## config.mk

```make
export PLATFORM = sky130hd
export DESIGN_NAME = nfc_cal_sequencer
export DESIGN_NICKNAME = d
export VERILOG_FILES = /design/src/rtl/nfc_cal_sequencer.sv
export SDC_FILE = /design/constraint.sdc
export NUM_CORES = 1
export LEC_CHECK = 0
export CORE_MARGIN = 3
export CORE_UTILIZATION = 30
export CTS_CLUSTER_DIAMETER = 50
export DETAILED_ROUTE_END_ITERATION = 8
export GPL_TIMING_DRIVEN = 0
export MAX_ROUTING_LAYER = met4
export SYNTH_ARGS = -nofsm -noshare
export SYNTH_HDL_FRONTEND = slang
export SYNTH_SLANG_ARGS = --single-unit
```

## constraint.sdc

```tcl
create_clock -name iSystemClock -period 4.6 [get_ports iSystemClock]
set_input_delay 0.69 -clock iSystemClock [delete_from_list [all_inputs] [get_ports iSystemClock]]
set_output_delay 0.69 -clock iSystemClock [all_outputs]
set_load 0.01 [all_outputs]
```

## src/rtl/nfc_cal_sequencer.sv

```systemverilog
// Command/address latch sequencer: turns handshaked CLE/ALE bytes into registered 4-phase
// NAND PHY output vectors (CE, WE, ALE, CLE, DQ) with setup, pulse and hold timing.
module nfc_cal_sequencer #(
  parameter int unsigned NumberOfWays = 4,
  parameter int unsigned WELowCycles  = 1,
  parameter int unsigned WEHighCycles = 1
) (
  input  logic                      iSystemClock,
  input  logic                      iModuleReset,
  input  logic [NumberOfWays-1:0]   iTargetID,
  input  logic                      iCmdValid,
  output logic                      oCmdReady,
  input  logic                      iCmdType,
  input  logic [7:0]                iCmdData,
  input  logic                      iCmdLast,
  output logic                      oBusy,
  output logic                      oDone,
  output logic                      oPO_DQOutEnable,
  output logic [31:0]               oPO_DQ,
  output logic                      oPO_DQSOutEnable,
  output logic [7:0]                oPO_DQStrobe,
  output logic [2*NumberOfWays-1:0] oPO_ChipEnable,
  output logic [3:0]                oPO_ReadEnable,
  output logic [3:0]                oPO_WriteEnable,
  output logic [3:0]                oPO_AddressLatchEnable,
  output logic [3:0]                oPO_CommandLatchEnable
);

  typedef enum logic [2:0] {
    StIdle, StCeSetup, StWeLow, StWeHigh, StWaitNext, StCeHold
  } state_e;

  localparam logic [3:0] LowLoad  = 4'(WELowCycles - 1);
  localparam logic [3:0] HighLoad = 4'(WEHighCycles - 1);

  state_e                    state_q, state_d;
  logic [3:0]                cnt_q, cnt_d;
  logic [7:0]                byte_q, byte_d;
  logic                      type_q, type_d;
  logic                      last_q, last_d;
  logic [NumberOfWays-1:0]   target_q, target_d;

  logic [2*NumberOfWays-1:0] ce_q, ce_d, ce_sel;
  logic [3:0]                we_q, we_d, ale_q, ale_d, cle_q, cle_d;
  logic                      dqoe_q, dqoe_d, done_q, done_d;
  logic [31:0]               dq_q, dq_d;
  logic                      accept;

  assign oCmdReady = ((state_q == StIdle) || (state_q == StWaitNext)) && !iModuleReset;
  assign oBusy     = (state_q != StIdle);
  assign accept    = iCmdValid && oCmdReady;

  always_comb begin
    state_d  = state_q;
    cnt_d    = cnt_q;
    byte_d   = byte_q;
    type_d   = type_q;
    last_d   = last_q;
    target_d = target_q;
    unique case (state_q)
      StIdle: begin
        if (accept) begin
          byte_d   = iCmdData;
          type_d   = iCmdType;
          last_d   = iCmdLast;
          target_d = iTargetID;
          state_d  = StCeSetup;
        end
      end
      StCeSetup: begin
        state_d = StWeLow;
        cnt_d   = LowLoad;
      end
      StWeLow: begin
        if (cnt_q == 4'd0) begin
          state_d = StWeHigh;
          cnt_d   = HighLoad;
        end else begin
          cnt_d = cnt_q - 4'd1;
        end
      end
      StWeHigh: begin
        if (cnt_q != 4'd0) begin
          cnt_d = cnt_q - 4'd1;
        end else if (last_q) begin
          // Second CE_HOLD cycle is the one that releases CE and raises done.
          state_d = StCeHold;
          cnt_d   = 4'd1;
        end else begin
          state_d = StWaitNext;
        end
      end
      StWaitNext: begin
        if (accept) begin
          byte_d  = iCmdData;
          type_d  = iCmdType;
          last_d  = iCmdLast;
          state_d = StWeLow;
          cnt_d   = LowLoad;
        end
      end
      StCeHold: begin
        if (cnt_q == 4'd0) state_d = StIdle;
        else               cnt_d   = cnt_q - 4'd1;
      end
      default: state_d = StIdle;
    endcase
  end

  always_comb begin
    ce_sel = '1;
    for (int k = 0; k < int'(NumberOfWays); k++) begin
      if (target_q[k]) ce_sel[2*k +: 2] = 2'b00;
    end
  end

  // PHY vectors are registered images of the current state, so they trail it by one cycle.
  always_comb begin
    ce_d   = ce_sel;
    we_d   = 4'hF;
    ale_d  = 4'h0;
    cle_d  = 4'h0;
    dqoe_d = 1'b0;
    dq_d   = dq_q;
    done_d = 1'b0;
    unique case (state_q)
      StIdle: ce_d = '1;
      StWeLow, StWeHigh: begin
        we_d   = (state_q == StWeLow) ? 4'h0 : 4'hF;
        dqoe_d = 1'b1;
        dq_d   = {4{byte_q}};
        if (type_q) ale_d = 4'hF;
        else        cle_d = 4'hF;
      end
      StCeHold: begin
        if (cnt_q == 4'd0) begin
          ce_d   = '1;
          done_d = 1'b1;
        end
      end
      default: ;
    endcase
  end

  always_ff @(posedge iSystemClock) begin
    if (iModuleReset) begin
      state_q  <= StIdle;
      cnt_q    <= 4'd0;
      byte_q   <= 8'h00;
      type_q   <= 1'b0;
      last_q   <= 1'b0;
      target_q <= '0;
      ce_q     <= '1;
      we_q     <= 4'hF;
      ale_q    <= 4'h0;
      cle_q    <= 4'h0;
      dqoe_q   <= 1'b0;
      dq_q     <= 32'h0;
      done_q   <= 1'b0;
    end else begin
      state_q  <= state_d;
      cnt_q    <= cnt_d;
      byte_q   <= byte_d;
      type_q   <= type_d;
      last_q   <= last_d;
      target_q <= target_d;
      ce_q     <= ce_d;
      we_q     <= we_d;
      ale_q    <= ale_d;
      cle_q    <= cle_d;
      dqoe_q   <= dqoe_d;
      dq_q     <= dq_d;
      done_q   <= done_d;
    end
  end

  assign oDone                  = done_q;
  assign oPO_DQOutEnable        = dqoe_q;
  assign oPO_DQ                 = dq_q;
  assign oPO_DQSOutEnable       = 1'b0;
  assign oPO_DQStrobe           = 8'hFF;
  assign oPO_ChipEnable         = ce_q;
  assign oPO_ReadEnable         = 4'hF;
  assign oPO_WriteEnable        = we_q;
  assign oPO_AddressLatchEnable = ale_q;
  assign oPO_CommandLatchEnable = cle_q;

endmodule

```

* Word level (Yosys, flattened, before mapping)
Index checks and enable logic that the tools add are counted.
Word-level totals: output and inout bits 69, latch bits 0, register bits after elaboration 75, bits in read-only memories 0, memories 0, memory bits (writable) 0
Operators by class: $lt $le $gt $ge 0, add/sub/neg operators 1, div/mod/pow operators 0, shift operators 0, $mul 0, mux-type cells 24, eq/ne operators 12, bitwise logic cells 2, reductions and logical operators 17
Operators with widths (count):
- 4-bit two-way mux | 8
- 4-bit case mux with 5 select lines | 1
- 3-bit case mux with 6 select lines | 1
- 8-bit case mux with 2 select lines | 1
- 3-bit two-way mux | 5
- 2-bit != test (second input constant) | 6
- 2-bit two-way mux | 4
- 8-bit two-way mux | 1
- 2-bit OR reduction | 4
- 3-bit by 2-bit == test with 1-bit output (second input constant) | 2
- 3-bit == test (second input constant) | 2
- 5-bit AND reduction | 1
- 5-bit nonzero test | 1
- 4-bit logical NOT | 1
- 2-bit AND reduction | 2
- 4-bit AND reduction | 1
- 4-bit nonzero test | 1
- 4-bit by 1-bit subtractor with 4-bit output (second input constant) | 1
- 3-bit by 1-bit == test with 1-bit output (second input constant) | 1
- 3-bit logical NOT | 1
- 1-bit two-way mux | 3
- 3-bit != test (second input constant) | 1
- 3-bit nonzero test | 1
- 1-bit logical AND | 2
- other kinds (3) | 4

* Depth between registers and ports, before layout
word-level depth 6, gate-level depth with buffers 6, mapped depth without buffers 6

* Least setup slack after synthesis
Ideal clock, no wire load.
path kind input to output, start point input port iModuleReset, end point output port oCmdReady, data arrival time 1424 ps, stages 4, slack 2486 ps, required time 3910 ps, buffers on the path 3, cell sequence clkbuf_1 buf_2 buf_2 nor3_1
Between the ends: longest elaborated chain between the ends 2
RTL lines:
- start, declared | line 9 | input logic iModuleReset,
- 1-bit logical NOT | line 49 | assign oCmdReady = ((state_q == StIdle) || (state_q == StWaitNext)) && !iModuleReset;
- 1-bit logical AND | line 49
- end, declared | line 12 | output logic oCmdReady,
No other way between the ends.

* Final worst setup path
Ends and elaborated chain as after synthesis.

==> metrics.txt <==
outcome=completed; DRT Pass-1 Iters=4; Finished Core Util=0.479; Clock Latency Late Sink=0.29 ns; Routed WL per cell=10.9 um; count of max-cap constraint violations=0; Root Driver=clkbuf_8; first-pass GRT wire length=6.85 mm; CTS clk-pin slew, worst paths=0.07 ns; gr usage total=0.116; CTS sink cnt=38; Final period util=0.731; CTS tree=yes; Slew headroom=0.665; Nets=approximately 340; drt drc=0; cts repair resizes=0; final hold slack=0.385 ns; delay-heaviest family, CP=buffers and inverters; IO Port Bufs=between 70 and 80; # hold bufs at CTS=0; die area=7580 um^2; worst path bufs/invs=5; total number of vias=1690; Crit. End Element=output port; pin count of the biggest net entering global routing=12; CP max-delay cell=clkdlybuf4s50_1; Die W=approximately 87 um; Post-CTS Setup Repair Bufs=0; Critical Path AT=2.67 ns; Overflow after GRT=0; max-slew violation count=0; ANT cells=0; Worst-Margin Slew=0.503 ns; Leak=0.00119 uW; synth unique cells=41; Yosys reg bits=38; DRT iter0 DRCs=between 50 and 60; VDD IR-drop max=between 0.00015 and 0.0002 V; Setup-failing EPs final=0; CP Max Fanout=10; crit-path cells=clkdlybuf4s50_1 -> clkbuf_1 -> buf_2 -> buf_2 -> nor3_1 -> clkdlybuf4s50_1; Max clock buf depth=2; RSZ-0062 raised after global routing=false; fraction of layout cells with a size suffix above 1=0.222; worst clock skew=0.00591 ns; yosys warns=0; EDFF count, synth=0; Antenna Nets Post-Route=0; vias per std cell=between 4 and 5; Fin. Hold Viols=0; Worst Path Required=3.91 ns; H-tree Lvls=2; CP peak stage delay=0.53 ns; drt total wl=4.36 mm; syn_area_per_cell=around 8.4 um^2; number of core rows=28; hpwl dp=about 3.3 mm; Reg2Reg Setup Slack=2.91 ns; Design Area, Final=about 2900 um^2; Mapped Area=1970 um^2; Top-Level Pins=86; setup_tns=0 ns; Worst setup SP type=input port; pwr dens=299 nW/um^2; cell count after synthesis=234; core area=about 6100 um^2; Seq/Total Area, Yosys=0.386; initial antenna violation count=0; fmax=297 MHz; Syn-to-layout area delta=48.8%; fin crit period=3.36 ns; height of the die=slightly below 90 um; Area after DPL=2830 um^2; asr flop ratio synth=0; Worst Hold Class=reg -> reg; Initial Util=0.322; routability cong.=0.858; kind of critical path=in -> out; vias in the first global route=1479; Main synth FF type=dfxtp_1; Num CTS Buffers=5
==> path summary, 6_finish.rpt <==
| path | from | to | cells past startpoint |
|---|---|---|---|
| max reg2reg | cnt_q[0] | cnt_q[1] | 6 |
| min | target_q[1] | oPO_ChipEnable[3] | 1 |
| max | iModuleReset | oCmdReady | 6 |
| min reg2reg | target_q[1] | oPO_ChipEnable[3] | 1 |
==> cell type report <==
cell class                 instances  area [um^2]
buffer                            61          433
clock buffer                       7         76.3
clock inverter                     1         30.0
fill                             607         3200
inverter                           6         22.5
multi-input combinational        140          797
sequential                        38          761
tap                               75         93.8
timing repair buffer              72          721
==> logic make-up after synthesis <==
kind of cell    Yosys count  share of synthesized area
fa+ha+maj                 2                     0.0127
other cells               2                    0.00381
buf+inv                  67                      0.231
mux                       4                     0.0203
compound gates           42                      0.136
simple gates             79                      0.211
flops                    38                      0.386
==> flip-flops by register name, summed over array words and instances, names as in the netlist <==
signal,flops
byte_q,8
oDone,1
oPO_WriteEnable,1
oPO_ChipEnable,4
last_q,1
oPO_CommandLatchEnable,1
type_q,1
oPO_DQ,8
state_q,3
cnt_q,4
target_q,4
oPO_DQOutEnable,1
oPO_AddressLatchEnable,1
==> synth_stat cells, types with 2 or more instances <==
cell,instances,area [um^2]
buf_2,4,20.0
mux2i_1,4,40.0
nand2_1,35,131
nor3_1,5,25.0
dfxtp_1,38,761
conb_1,2,7.51
o21ai_1,4,20.0
o21ai_0,11,55.1
a21oi_1,14,70.1
ha_1,2,25.0
nand2b_1,11,68.8
a211oi_2,2,25.0
inv_1,5,18.8
a211oi_1,2,15.0
nand3b_1,2,15.0
buf_4,53,398
clkbuf_1,4,15.0
nor2_1,12,45.0
nand4_1,2,12.5
==> metrics by stage <==
| stage | power (uW) | cells | setup slack (ns) |
|---|---|---|---|
| 2_1_floorplan | 521 | 245 | 2.49 |
| 3_3_place_gp | 605 | 392 | 1.21 |
| 3_5_place_dp | 608 | 392 | 1.22 |
| 4_1_cts | 887 | 400 | 1.21 |
| 5_1_grt | 924 | 400 | 1.11 |
| 6_report | 878 | 400 | 1.24 |
==> routing by layer <==
metal  wire length [um]  vias to the layer above  track usage  share of wire
met5                  0                        -            -              0
met4                 16                        0       0.0340         0.0037
met3                279                        2       0.0265          0.064
met2               1970                       63        0.177           0.45
met1               2090                      736        0.153           0.48
li1                   -                      889            -              -
==> where the power goes <==
group	total (uW)	switching [uW]	internal (uW)
combinational	232	111	121
sequential	367	15.9	351
clock	278	116	162
total	878	243	635
==> cells in the final DEF, fill, tap and decap left out, types with 2 or more instances in the layout <==
master | netlist | routed
clkdlybuf4s50_1 | 0 | 72
buf_4 | 53 | 53
dfxtp_1 | 38 | 38
nand2_1 | 35 | 35
a21oi_1 | 14 | 14
conb_1 | 2 | 13
nor2_1 | 12 | 12
nand2b_1 | 11 | 11
o21ai_0 | 11 | 11
clkbuf_1 | 4 | 6
inv_1 | 5 | 5
nor3_1 | 5 | 5
clkbuf_8 | 0 | 5
buf_2 | 4 | 4
o21ai_1 | 4 | 4
mux2i_1 | 4 | 4
nand3b_1 | 2 | 2
a211oi_2 | 2 | 2
nand4_1 | 2 | 2
a211oi_1 | 2 | 2
ha_1 | 2 | 2
(Power assumes the default switching activity.)
